### config.mk
export PLATFORM = sky130hd
export DESIGN_NAME = pattern_sequencer_flat
export DESIGN_NICKNAME = d
export VERILOG_FILES = /design/src/rtl/pattern_sequencer_if.sv /design/src/rtl/pattern_sequencer.sv /design/src/flat_wrapper.sv
export SDC_FILE = /design/constraint.sdc
export NUM_CORES = 1
export LEC_CHECK = 0
export CAP_MARGIN = 20
export CORE_UTILIZATION = 31
export CTS_CLUSTER_SIZE = 28
export DETAILED_ROUTE_END_ITERATION = 8
export PLACE_DENSITY = 0.61
export SLEW_MARGIN = 10
export SYNTH_ARGS = -nofsm -noshare
export SYNTH_HDL_FRONTEND = slang
export SYNTH_SLANG_ARGS = --single-unit
### constraint.sdc
create_clock -name clk_pixel -period 3.9 [get_ports clk_pixel]
set_input_delay 1.17 -clock clk_pixel [delete_from_list [all_inputs] [get_ports clk_pixel]]
set_output_delay 1.17 -clock clk_pixel [all_outputs]
set_load 0.05 [all_outputs]
### src/rtl/pattern_sequencer_if.sv
// Pixel fetch handshake between the DVI timing core (master) and a pixel source (slave).
// The timing core strobes fetch/frame_start and consumes the registered r/g/b.
interface pattern_sequencer_if;
    logic       fetch;
    logic       frame_start;
    logic [7:0] r_o;
    logic [7:0] g_o;
    logic [7:0] b_o;

    modport master (output fetch, output frame_start, input r_o, input g_o, input b_o);
    modport slave  (input fetch, input frame_start, output r_o, output g_o, output b_o);
endinterface

### src/rtl/pattern_sequencer.sv
// Test-pattern pixel source: tracks the active-pixel position, renders one of four
// patterns and switches patterns only on frame boundaries (buttons or auto-cycle timer).
module pattern_sequencer #(
    parameter int   X            = 800,
    parameter int   Y            = 600,
    parameter int   AUTO_FRAMES  = 120,
    parameter logic AUTO_DEFAULT = 1'b0
) (
    input  logic                clk_pixel,
    input  logic                reset,
    pattern_sequencer_if.slave  pix,
    input  logic                btn_next,
    input  logic                btn_prev,
    input  logic                btn_auto,
    output logic [1:0]          pattern,
    output logic                auto_en
);
    localparam int HW = $clog2(X);
    localparam int VW = $clog2(Y);
    localparam int FW = $clog2(AUTO_FRAMES + 1);
    localparam int AW = $clog2(X + 8);

    typedef enum logic [1:0] {
        PAT_RGB   = 2'd0,
        PAT_BARS  = 2'd1,
        PAT_GRAD  = 2'd2,
        PAT_CHECK = 2'd3
    } pat_t;

    logic [HW-1:0] hcnt, cur_h, h_n;
    logic [VW-1:0] vcnt, cur_v, v_n;
    logic [1:0]    phase, cur_phase, phase_n;
    logic [2:0]    bar, cur_bar, bar_n;
    logic [AW-1:0] acc, cur_acc, acc_n, acc_sum;
    logic [FW-1:0] frame_cnt, fcnt_eff, fcnt_n;
    logic [1:0]    pending, pend_adj, pending_n, pattern_n;
    logic          next_q, prev_q, auto_q;
    logic          nx_edge, pv_edge, au_edge, auto_eff;
    logic [7:0]    h8, v8;
    logic [7:0]    r_n, g_n, b_n;

    always_comb begin
        nx_edge  = btn_next & ~next_q;
        pv_edge  = btn_prev & ~prev_q;
        au_edge  = btn_auto & ~auto_q;
        auto_eff = auto_en ^ au_edge;
        fcnt_eff = (nx_edge | pv_edge | au_edge) ? '0 : frame_cnt;

        pend_adj = pending;
        if (nx_edge && !pv_edge)
            pend_adj = pending + 2'd1;
        else if (pv_edge && !nx_edge)
            pend_adj = pending - 2'd1;

        // Button edges in the frame_start cycle land in pending before the commit.
        pending_n = pend_adj;
        pattern_n = pattern;
        fcnt_n    = fcnt_eff;
        if (pix.frame_start) begin
            if (auto_eff && fcnt_eff == FW'(AUTO_FRAMES - 1)) begin
                pending_n = pend_adj + 2'd1;
                pattern_n = pend_adj + 2'd1;
                fcnt_n    = '0;
            end else begin
                pattern_n = pend_adj;
                if (auto_eff)
                    fcnt_n = fcnt_eff + FW'(1);
            end
        end
    end

    // frame_start rewinds position state before the pixel for this cycle is rendered.
    always_comb begin
        cur_h     = pix.frame_start ? '0 : hcnt;
        cur_v     = pix.frame_start ? '0 : vcnt;
        cur_phase = pix.frame_start ? '0 : phase;
        cur_bar   = pix.frame_start ? '0 : bar;
        cur_acc   = pix.frame_start ? '0 : acc;

        h8 = 8'(cur_h);
        v8 = 8'(cur_v);
        r_n = '0;
        g_n = '0;
        b_n = '0;
        case (pat_t'(pattern_n))
            PAT_RGB: begin
                r_n = (cur_phase == 2'd0) ? '1 : '0;
                g_n = (cur_phase == 2'd1) ? '1 : '0;
                b_n = (cur_phase == 2'd2) ? '1 : '0;
            end
            PAT_BARS: begin
                r_n = cur_bar[2] ? '1 : '0;
                g_n = cur_bar[1] ? '1 : '0;
                b_n = cur_bar[0] ? '1 : '0;
            end
            PAT_GRAD: begin
                r_n = h8;
                g_n = v8;
                b_n = h8 ^ v8;
            end
            PAT_CHECK: begin
                r_n = (h8[5] ^ v8[5]) ? '1 : '0;
                g_n = r_n;
                b_n = r_n;
            end
            default: ;
        endcase

        // acc holds hcnt*8 - bar*X, so bar tracks floor(hcnt*8/X) without a divider.
        h_n     = cur_h;
        v_n     = cur_v;
        phase_n = cur_phase;
        bar_n   = cur_bar;
        acc_n   = cur_acc;
        acc_sum = cur_acc + AW'(8);
        if (pix.fetch) begin
            phase_n = (cur_phase == 2'd2) ? 2'd0 : cur_phase + 2'd1;
            if (cur_h == HW'(X - 1)) begin
                h_n   = '0;
                bar_n = '0;
                acc_n = '0;
                v_n   = (cur_v == VW'(Y - 1)) ? '0 : cur_v + VW'(1);
            end else begin
                h_n = cur_h + HW'(1);
                if (acc_sum >= AW'(X)) begin
                    acc_n = acc_sum - AW'(X);
                    bar_n = cur_bar + 3'd1;
                end else begin
                    acc_n = acc_sum;
                end
            end
        end
    end

    always_ff @(posedge clk_pixel) begin
        if (reset) begin
            hcnt      <= '0;
            vcnt      <= '0;
            phase     <= '0;
            bar       <= '0;
            acc       <= '0;
            frame_cnt <= '0;
            pending   <= '0;
            pattern   <= '0;
            auto_en   <= AUTO_DEFAULT;
            next_q    <= btn_next;
            prev_q    <= btn_prev;
            auto_q    <= btn_auto;
            pix.r_o   <= '0;
            pix.g_o   <= '0;
            pix.b_o   <= '0;
        end else begin
            hcnt      <= h_n;
            vcnt      <= v_n;
            phase     <= phase_n;
            bar       <= bar_n;
            acc       <= acc_n;
            frame_cnt <= fcnt_n;
            pending   <= pending_n;
            pattern   <= pattern_n;
            auto_en   <= auto_eff;
            next_q    <= btn_next;
            prev_q    <= btn_prev;
            auto_q    <= btn_auto;
            if (pix.fetch) begin
                pix.r_o <= r_n;
                pix.g_o <= g_n;
                pix.b_o <= b_n;
            end
        end
    end
endmodule

### src/flat_wrapper.sv
// flat-port wrapper written by rule: the top's interface ports become plain ports
module pattern_sequencer_flat 
#(
    parameter int   X            = 800,
    parameter int   Y            = 600,
    parameter int   AUTO_FRAMES  = 120,
    parameter logic AUTO_DEFAULT = 1'b0
)
  (clk_pixel, reset, btn_next, btn_prev, btn_auto, pattern, auto_en, pix_fetch, pix_frame_start, pix_r_o, pix_g_o, pix_b_o);
  pattern_sequencer_if pix_i ();
  input  logic clk_pixel;
  input  logic reset;
  input  logic btn_next;
  input  logic btn_prev;
  input  logic btn_auto;
  output logic [1:0] pattern;
  output logic auto_en;
  input wire logic [$bits(pix_i.fetch)-1:0] pix_fetch;
  input wire logic [$bits(pix_i.frame_start)-1:0] pix_frame_start;
  output wire logic [$bits(pix_i.r_o)-1:0] pix_r_o;
  output wire logic [$bits(pix_i.g_o)-1:0] pix_g_o;
  output wire logic [$bits(pix_i.b_o)-1:0] pix_b_o;
  assign pix_i.fetch = pix_fetch;
  assign pix_i.frame_start = pix_frame_start;
  assign pix_r_o = pix_i.r_o;
  assign pix_g_o = pix_i.g_o;
  assign pix_b_o = pix_i.b_o;
  pattern_sequencer #(.X(X), .Y(Y), .AUTO_FRAMES(AUTO_FRAMES), .AUTO_DEFAULT(AUTO_DEFAULT)) u_core (.clk_pixel(clk_pixel), .reset(reset), .pix(pix_i), .btn_next(btn_next), .btn_prev(btn_prev), .btn_auto(btn_auto), .pattern(pattern), .auto_en(auto_en));
endmodule
==> results_dict.tcl, run 1 <==
set metrics [dict create \
    post_cts_buffers 0 \
    antenna_found_initial 0 \
    maxSlewViolCount 0 \
    cts_root_buf "clkbuf_16" \
    wl_per_cell_um 14.44 \
    min_period_ns 3.514 \
    hp-start "u_core.pix.g_o[5]" \
    cp.arrival_ns 3.73 \
    hp-class "reg -> reg" \
    crit_fanout 8 \
    clk_pin_slew_ns 0.06 \
    p_leak_nw 1.712 \
    grt_pass1_wl_mm 15.35 \
    synth-seq-cells 71 \
    wl_mm 8.892 \
    die_width_um 110.7 \
    dp_hpwl_mm 6.407 \
    ctsHoldBuffers 0 \
    rsz0062_at_grt "no" \
    syn-num-nets 437 \
    rows 39 \
    cts_buffers 9 \
    finalCritPeriodShare 0.9011 \
    ys_types 60 \
    slowest_delay_ns 0.43 \
    setup_tns_ns 0 \
    io_pins 34 \
    clk_latency_ns 0.33 \
    r2r-start "u_core.prev_q" \
    first_pass_iters 4 \
    end_kind "flip-flop" \
    die_h_um 110.7 \
    gr-usage-all-layers 0.1516 \
    startpoint_type "primary input" \
    top_layer "met4" \
    cts_tree "done" \
    cts_htree_levels 3 \
    drtIter0Drc 128 \
    ant_nets 0 \
    finalClockSkew_ns 0.006564 \
    cp-startpoint "btn_prev" \
    core_area_um2 11470 \
    clockBufferDepth 2 \
    route.met3.wl_um 364 \
    final_area_um2 4537 \
    cts_resized 0 \
    ir_drop_uv 262.7 \
    globalRouteOverflowTotal 0 \
    cap_violations 0 \
    die-area_um2 12260 \
    synth-edff-count 0 \
    viasPerCell 5.219 \
    diodes 0 \
    fin_nets 481 \
    grt_pass1_vias 3225 \
    place_area_um2 4254 \
    setup_ws_ns 0.3858 \
    initial_core_util 0.3197 \
    pre_cts_ws_ns 0.01186 \
    hold_violations 0 \
    layout_common_cells "dfxtp_1, nor2_1, clkdlybuf4s50_1" \
    yosysSeqAreaShare 0.3877 \
    crit_chain "clkdlybuf4s50_1 > nor2b_2 > nor3_2 > and2_1 > ha_1 > and3_1 > nand4_1 > o21a_1 > mux2i_4 > a221oi_4 > buf_4 > a221o_1" \
    netlist_area_um2 3666 \
    setup_viol 0 \
    met1_length_mm 4.515 \
    synth_area_per_cell_um2 8.646 \
    worstPathRequired_ns 4.12 \
    reg2regPathDepth 11 \
    relSlewSlack 0.6729 \
    area_growth_pct 23.75 \
    tightestPinTransition_ns 0.4769 \
    final_core_util 0.3956 \
    status "finished clean" \
    drive_gt1_frac 0.1142 \
    reg2reg_slack_ns 1.44 \
    cts.sinks 71 \
    fmax_ghz 0.2846 \
    cp-endpoint "u_core.pix.r_o[6]" \
    synth_ff_type "dfxtp_1" \
    syn_inst 424 \
    grt_start_max_net_pins 44 \
    worstReg2RegEnd "u_core.pix.r_o[6]" \
    power.density_nw_per_um2 407.5 \
    dr_wl_met2_mm 3.916 \
    yosysWarnings 0 \
    worst-setup-path-type "in -> reg" \
    cp_slowest_cell "clkdlybuf4s50_1" \
    port_buffers 33 \
    drc 0 \
    route.vias.total 3215 \
    routabilityCongestion 0.8560 \
    mostFrequentLayoutCell "dfxtp_1" \
    async_reset_ff_frac 0 \
]
## metrics by stage
step                      power (W)  hold WS, ns  instances
after global routing       0.001921       0.5020        616
after floorplan           0.0009926       0.4627        424
after detailed placement   0.001091       0.4698        600
after global placement     0.001086       0.4694        600
after CTS                  0.001870       0.4849        616
final                      0.001849       0.4790        616
## cells by family (layout without fill, tap and decap cells)
kind of cell,after synthesis,after routing,share of synthesized area
AO/OA/AOI/OAI,76,76,0.1502
adder cells (fa/ha/maj),6,6,0.02048
XOR/XNOR,39,39,0.09693
AND/OR/NAND/NOR,199,199,0.2945
buffers and inverters,27,76,0.03004
multiplexers,6,6,0.02014
flip-flops,71,71,0.3877
## power breakdown
| part | internal [W] | switching, W |
|---|---|---|
| registers | 0.000756 | 0.0000250 |
| logic | 0.000109 | 0.000184 |
| clock network | 0.000451 | 0.000324 |
| total | 0.00132 | 0.000533 |
## state kept, by name, indices dropped and copies added, names as in the netlist
signal,flops
u_core.hcnt,10
u_core.vcnt,10
u_core.pix.b_o,8
u_core.pix.g_o,8
u_core.pix.r_o,8
u_core.acc,7
u_core.frame_cnt,7
u_core.bar,3
u_core.pattern,2
u_core.pending,2
u_core.phase,2
u_core.auto_en,1
u_core.auto_q,1
u_core.next_q,1
u_core.prev_q,1
## worst max-delay path, delay by kind of cell
| family | cells | cell delay [ns] |
|---|---|---|
| simple gates | 5 | 0.92 |
| compound gates | 3 | 0.58 |
| fa+ha+maj | 1 | 0.17 |
| buf+inv | 2 | 0.61 |
| mux | 1 | 0.26 |
## layer usage
| layer | track usage | vias up |
|---|---|---|
| met3 | 0.02460 | 11 |
| li1 | - | 1608 |
| met4 | 0.06133 | 0 |
| met5 | 0 | - |
| met1 | 0.2061 | 1515 |
| met2 | 0.2385 | 81 |
## worst min-delay path by stage
stage / to / slack [ns] / cells past startpoint
final: u_core.pix.g_o[5] / 0.48 / 2
after global routing: u_core.pix.g_o[7] / 0.50 / 2
after CTS: u_core.pix.g_o[7] / 0.48 / 2
after detailed placement: u_core.pix.g_o[5] / 0.47 / 2
after global placement: u_core.pix.g_o[3] / 0.47 / 2
after floorplan: u_core.acc[9] / 0.46 / 2
## area by class of cell
type | count | area [µm²]
Inverter | 7 | 26.28
Multi-Input combinational cell | 326 | 2135
Tap cell | 143 | 178.9
Fill cell | 1152 | 6930
Timing Repair Buffer | 53 | 493.0
Sequential cell | 71 | 1421
Clock buffer | 10 | 239.0
Clock inverter | 6 | 43.79
## synthesized netlist by cell type (6+ instances only)
library cell,count,share of area
nand2_1,29,0.030
and2_1,6,0.010
nor2b_1,17,0.029
dfxtp_1,71,0.39
ha_1,6,0.020
nand2b_1,7,0.012
o21ai_0,9,0.012
a21oi_1,24,0.033
nand3_1,13,0.018
xor2_1,21,0.050
nor4_1,17,0.029
clkbuf_1,14,0.014
a221o_1,9,0.025
nor2_1,59,0.060
nor3_1,10,0.014
nand4_1,11,0.019
xnor2_1,17,0.041
(Power assumes the default switching activity.)
==> run 2: changes to the inputs <==
--- a/config.mk
+++ b/config.mk
@@ -6,11 +6,12 @@
 export NUM_CORES = 1
 export LEC_CHECK = 0
 export CAP_MARGIN = 20
+export CELL_PAD_IN_SITES_DETAIL_PLACEMENT = 1
+export CELL_PAD_IN_SITES_GLOBAL_PLACEMENT = 1
 export CORE_UTILIZATION = 31
 export CTS_CLUSTER_SIZE = 28
 export DETAILED_ROUTE_END_ITERATION = 8
-export PLACE_DENSITY = 0.61
-export SLEW_MARGIN = 10
+export PLACE_DENSITY = 0.73
 export SYNTH_ARGS = -nofsm -noshare
 export SYNTH_HDL_FRONTEND = slang
 export SYNTH_SLANG_ARGS = --single-unit
==> run 2 against run 1 <==
Against the previous run: sequential power barely moved; global-route usage grew 2.5 points; non-clock buffer count up 5; first-iteration DRC count shrank 34%; largest power group is now the clock network; critical endpoint unchanged; die area unchanged; largest cell class unchanged; worst setup slack lost 0.12 ns; clock skew hardly changed; core utilization rose by 0.53 points; combinational power increased by 2%.
==> results_dict.tcl, run 2 (same netlist as run 1, synthesis figures left out) <==
set metrics [dict create \
    hp-class "reg -> reg" \
    route.vias.total 3324 \
    multi_input_area_um2 2141 \
    diodes 0 \
    startpoint_type "primary input" \
    min_period_ns 3.630 \
    place_inst 605 \
    crit_fanout 8 \
    area_growth_pct 25.43 \
    viasPerCell 5.353 \
    rows 39 \
    finalClockSkew_ns 0.006641 \
    ir_drop_uv 244.0 \
    final_area_um2 4598 \
    cts_resized 0 \
    cts.sinks 71 \
    grt_start_max_net_pins 44 \
    setup_viol 0 \
    globalRouteOverflowTotal 0 \
    wl_mm 10.29 \
    clk_latency_ns 0.34 \
    cts_root_buf "clkbuf_16" \
    cts_htree_levels 3 \
    worst-setup-path-type "in -> reg" \
    wl_per_cell_um 16.57 \
    ant_nets 0 \
    seq_area_um2 1421 \
    mostFrequentLayoutCell "dfxtp_1" \
    end_kind "flip-flop" \
    port_buffers 33 \
    maxSlewViolCount 0 \
    die_h_um 110.7 \
    worstPathRequired_ns 4.18 \
    die_width_um 110.7 \
    fmax_ghz 0.2754 \
    grt_pass1_wl_mm 17.39 \
    rsz0062_at_grt "no" \
    power.density_nw_per_um2 417.5 \
    whs_ns 0.4784 \
    hold_violations 0 \
    initial_core_util 0.3197 \
    io_pins 34 \
    place_area_um2 4292 \
    clk_pin_slew_ns 0.06 \
    first_pass_iters 6 \
    layout_common_cells "dfxtp_1, nor2_1, clkdlybuf4s50_1" \
    drtIter0Drc 85 \
    cts_tree "done" \
    tightestPinTransition_ns 0.4908 \
    gr-usage-all-layers 0.1768 \
    ctsHoldBuffers 0 \
    relSlewSlack 0.6634 \
    routabilityCongestion 0.8034 \
    largestRegisters "u_core.hcnt x10, u_core.vcnt x10" \
    die-area_um2 12260 \
    clockBufferDepth 2 \
    cap_violations 0 \
    finalCritPeriodShare 0.9309 \
    fin_nets 486 \
    core_area_um2 11470 \
    status "finished clean" \
    fillers 1339 \
    drive_gt1_frac 0.1192 \
    cts_buffers 9 \
    setup_tns_ns 0 \
    dp_hpwl_mm 7.383 \
    drc 0 \
    finalNonFillerCells 621 \
    cp.arrival_ns 3.91 \
    grt_pass1_vias 3501 \
    antenna_found_initial 0 \
    p_leak_nw 1.736 \
    post_cts_buffers 0 \
]
==> run 2: changes by cell type in the layout (fill, tap and decap cells not counted), sizes merged <==
| cell | before | now |
|---|---|---|
| buf | 20 | 25 |
| inv | 9 | 8 |
| clkinv | 3 | 0 |
| clkbuf | 10 | 12 |
| bufinv | 0 | 1 |
| clkinvlp | 1 | 2 |
==> run 2: report_power, final <==
group | total (W) | internal, W | leakage [nW] | switching, W
combinational | 0.000300 | 0.000110 | 1.02 | 0.000190
sequential | 0.000781 | 0.000756 | 0.579 | 0.0000252
clock | 0.000839 | 0.000515 | 0.139 | 0.000323
total | 0.00192 | 0.00138 | 1.74 | 0.000538
==> run 2: path summary, 6_finish.rpt <==
kind	startpoint	end	slack, ns	cells after the start
worst min-delay path	u_core.pix.g_o[2]	u_core.pix.g_o[2]	0.48	2
worst max register to register	u_core.prev_q	u_core.pix.r_o[6]	1.33	11
worst max-delay path	btn_prev	u_core.pix.r_o[6]	0.27	12
worst min register to register	u_core.pix.g_o[2]	u_core.pix.g_o[2]	0.48	2
==> run 2: per-layer routing <==
metal / wire [µm] / track usage / vias to the layer above
met1: 4847 / 0.2188 / 1629
met4: 215 / 0.07111 / 0
met2: 4877 / 0.2944 / 52
met5: 0 / 0 / -
met3: 347 / 0.04210 / 20
li1: - / - / 1623
==> run 2: area by class of cell <==
| type | instances | area share |
|---|---|---|
| Multi-Input combinational cell | 326 | 0.4656 |
| Clock inverter | 4 | 0.01170 |
| Inverter | 7 | 0.005714 |
| Timing Repair Buffer | 58 | 0.1154 |
| Clock buffer | 12 | 0.05361 |
| Tap cell | 143 | 0.03891 |
| Sequential cell | 71 | 0.3091 |
==> run 2: through the flow <==
| step | util | power, W | setup slack (ns) |
|---|---|---|---|
| 3_5_place_dp | 0.3743 | 0.001097 | -0.1938 |
| 6_report | 0.4010 | 0.001920 | 0.2695 |
| 2_1_floorplan | - | 0.0009926 | 0.2133 |
| 5_1_grt | 0.4010 | 0.001997 | 0.01237 |
| 3_3_place_gp | 0.3743 | 0.001089 | -0.03885 |
| 4_1_cts | 0.4004 | 0.001943 | 0.1211 |
==> run 2: critical path: stages <==
cell	delay [ns]
clkdlybuf4s50_1	0.44
nor2b_2	0.18
nor3_2	0.22
and2_1	0.19
ha_1	0.16
and3_1	0.23
and2_1	0.18
nand4_2	0.13
a311o_1	0.43
a221oi_4	0.26
buf_4	0.21
a221o_1	0.11
==> run 3: changes to the inputs <==
--- a/config.mk
+++ b/config.mk
@@ -5,6 +5,7 @@
 export SDC_FILE = /design/constraint.sdc
 export NUM_CORES = 1
 export LEC_CHECK = 0
+export ABC_AREA = 1
 export CAP_MARGIN = 20
 export CELL_PAD_IN_SITES_DETAIL_PLACEMENT = 1
 export CELL_PAD_IN_SITES_GLOBAL_PLACEMENT = 1
==> constraint.sdc (replaced) <==
create_clock -name clk_pixel -period 3.4 [get_ports clk_pixel]
set_input_delay 1.02 -clock clk_pixel [delete_from_list [all_inputs] [get_ports clk_pixel]]
set_output_delay 1.02 -clock clk_pixel [all_outputs]
set_load 0.05 [all_outputs]
==> run 3 against run 2 <==
Against the previous run: core utilization grew 0.97 points; total power is 20% higher; critical path type unchanged; sequential power rose by 13%; clock power up 19%; worst setup slack worse by 0.10 ns; synthesized cell count grew 39%; routed wire length is 21% higher; cell count increased by 33%; critical endpoint is now u_core.pix.g_o[5].
==> results_dict.tcl, run 3 <==
set metrics [dict create \
    syn_inst 589 \
    setup_viol 0 \
    crit_fanout 12 \
    total_power_w 0.002298 \
    drc 0 \
    netlist_area_um2 3994 \
    dp_hpwl_mm 9.251 \
    tightestPinTransition_ns 0.6308 \
    setup_tns_ns 0 \
    synth-edff-count 0 \
    globalRouteOverflowTotal 0 \
    clk_pin_slew_ns 0.06 \
    io_pins 34 \
    maxSlewViolCount 0 \
    status "finished clean" \
    min_period_ns 3.233 \
    largestRegisters "u_core.hcnt x10, u_core.vcnt x10" \
    startpoint_type "primary input" \
    worstPathRequired_ns 3.64 \
    grt_start_max_net_pins 26 \
    rows 41 \
    synth_most_common_cell "nor2_1" \
    end_kind "flip-flop" \
    die_h_um 115.5 \
    cts_tree "done" \
    ys_types 40 \
    gr-usage-all-layers 0.1998 \
    cp_slowest_cell "clkdlybuf4s50_1" \
    diodes 0 \
    layout_common_cells "nor2_1, nand2_1, dfxtp_1" \
    core_area_um2 12570 \
    ir_drop_uv 228.5 \
    synth_ff_type "dfxtp_1" \
    grt_pass1_vias 4195 \
    cp.arrival_ns 3.47 \
    fmax_ghz 0.3093 \
    relSlewSlack 0.5779 \
    netlist_top_cells_area "dfxtp_1, nor2_1, nand2_1, nand3_1, inv_1" \
    power.density_nw_per_um2 445.2 \
    port_buffers 33 \
    slowest_delay_ns 0.43 \
    drive_gt1_frac 0.1498 \
    cts_htree_levels 3 \
    synth_common_cells "nor2_1, nand2_1, dfxtp_1, nand3_1, inv_1" \
    viasPerCell 4.900 \
    yosysSeqAreaShare 0.3559 \
    async_reset_ff_frac 0 \
    rsz0062_at_grt "yes" \
    finalClockSkew_ns 0.006960 \
    mostFrequentLayoutCell "nor2_1" \
    die-area_um2 13340 \
    wl_per_cell_um 15.10 \
    clk_latency_ns 0.34 \
    ctsHoldBuffers 0 \
    clockBufferDepth 2 \
    synth-seq-cells 71 \
    yosysWarnings 0 \
    synth.top_cell.area_share 0.3559 \
    fin_nets 662 \
    synth_area_per_cell_um2 6.781 \
    grt_pass1_wl_mm 20.69 \
    die_width_um 115.5 \
    cts.sinks 71 \
    route.vias.total 4047 \
    ant_nets 0 \
    crit_chain "clkdlybuf4s50_1 > nand2_2 > nand2_2 > nor2_4 > inv_1 > nor2_2 > ha_2 > nand2_1 > nor2_4 > nand4_4 > nor2_4 > nand2_2 > nand3_4 > nand2_8 > buf_12 > nand3_1 > nand3_1 > nor2_1 > nor2_1" \
    cts_buffers 9 \
    finalCritPeriodShare 0.9509 \
    initial_core_util 0.3178 \
    cts_root_buf "clkbuf_16" \
    worst-setup-path-type "in -> reg" \
    synth_top_area_cell "dfxtp_1" \
    routabilityCongestion 0.8669 \
    first_pass_iters 4 \
    p_leak_nw 2.081 \
    area_growth_pct 29.23 \
    syn-num-nets 602 \
    hp-class "reg -> reg" \
    wl_mm 12.47 \
    antenna_found_initial 0 \
    cap_violations 0 \
    hold_violations 0 \
    drtIter0Drc 219 \
]
run 3: cell types whose count changed after synthesis, sizes merged, moves of 18 or more:
| cell | change |
|---|---|
| nand2 | +69 |
| o21ai | +30 |
| nand3 | +56 |
| nor2 | +65 |
| inv | +60 |
| nor2b | -18 |
run 3: metal layers:
| layer | global-route usage | up-vias | wire length, µm |
|---|---|---|---|
| li1 | - | 2047 | - |
| met1 | 0.2556 | 1926 | 5934 |
| met2 | 0.3401 | 60 | 6033 |
| met3 | 0.02929 | 14 | 282 |
| met4 | 0.07446 | 0 | 223 |
| met5 | 0 | - | 0 |
run 3: worst max-delay path: cells and delay by family:
kind / cells / cell delay, ns
buf+inv: 3 / 0.69
simple gates: 15 / 1.56
fa+ha+maj: 1 / 0.19
run 3: path summary, 6_finish.rpt:
| path | start | to | slack [ns] | depth (start not counted) |
|---|---|---|---|---|
| max | btn_prev | u_core.pix.g_o[5] | 0.17 | 19 |
| min | u_core.pix.g_o[0] | u_core.pix.g_o[0] | 0.51 | 2 |
| max reg2reg | u_core.prev_q | u_core.pix.g_o[5] | 0.91 | 19 |
| min reg2reg | u_core.pix.g_o[0] | u_core.pix.g_o[0] | 0.51 | 2 |
run 3: cells by family after synthesis:
family,after synthesis,share of synthesized area
flip-flops,71,0.3559
adder cells (fa/ha/maj),6,0.01880
AND/OR/NAND/NOR,331,0.3950
XOR/XNOR,12,0.02632
AO/OA/AOI/OAI,80,0.1128
buffers and inverters,89,0.09116
run 3: power breakdown:
| part | internal [W] | switching (W) |
|---|---|---|
| sequential | 0.000865 | 0.0000195 |
| combinational | 0.000145 | 0.000271 |
| clock | 0.000607 | 0.000390 |
| total | 0.00162 | 0.000680 |
run 3: timing repair:
item,CTS,global route
pin swaps,0,5
gates cloned,1,1
endpoints found under the setup margin,24,24
resized for setup,2,16
buffers inserted,0,1
run 3: cell type report:
cell class                      count  area (µm²)
Clock buffer                       11       252.7
Clock inverter                      5       56.30
Fill cell                        1592        7407
Inverter                           67       251.5
Multi-Input combinational cell    430        2298
Sequential cell                    71        1421
Tap cell                          172       215.2
Timing Repair Buffer               70       665.6
run 3: stage by stage:
step                      utilization  setup slack [ns]  cells  hold WS, ns  area (µm²)
after global routing           0.4107         -0.005312    826       0.5351        5161
after global placement         0.3761           -0.2127    807       0.4924        4727
after detailed placement       0.3761           -0.4173    807       0.5003        4727
final                          0.4107            0.1669    826       0.5084        5161
after floorplan                     -            0.2575    589       0.4708        3994
after CTS                      0.4021           0.01510    824       0.5116        5054
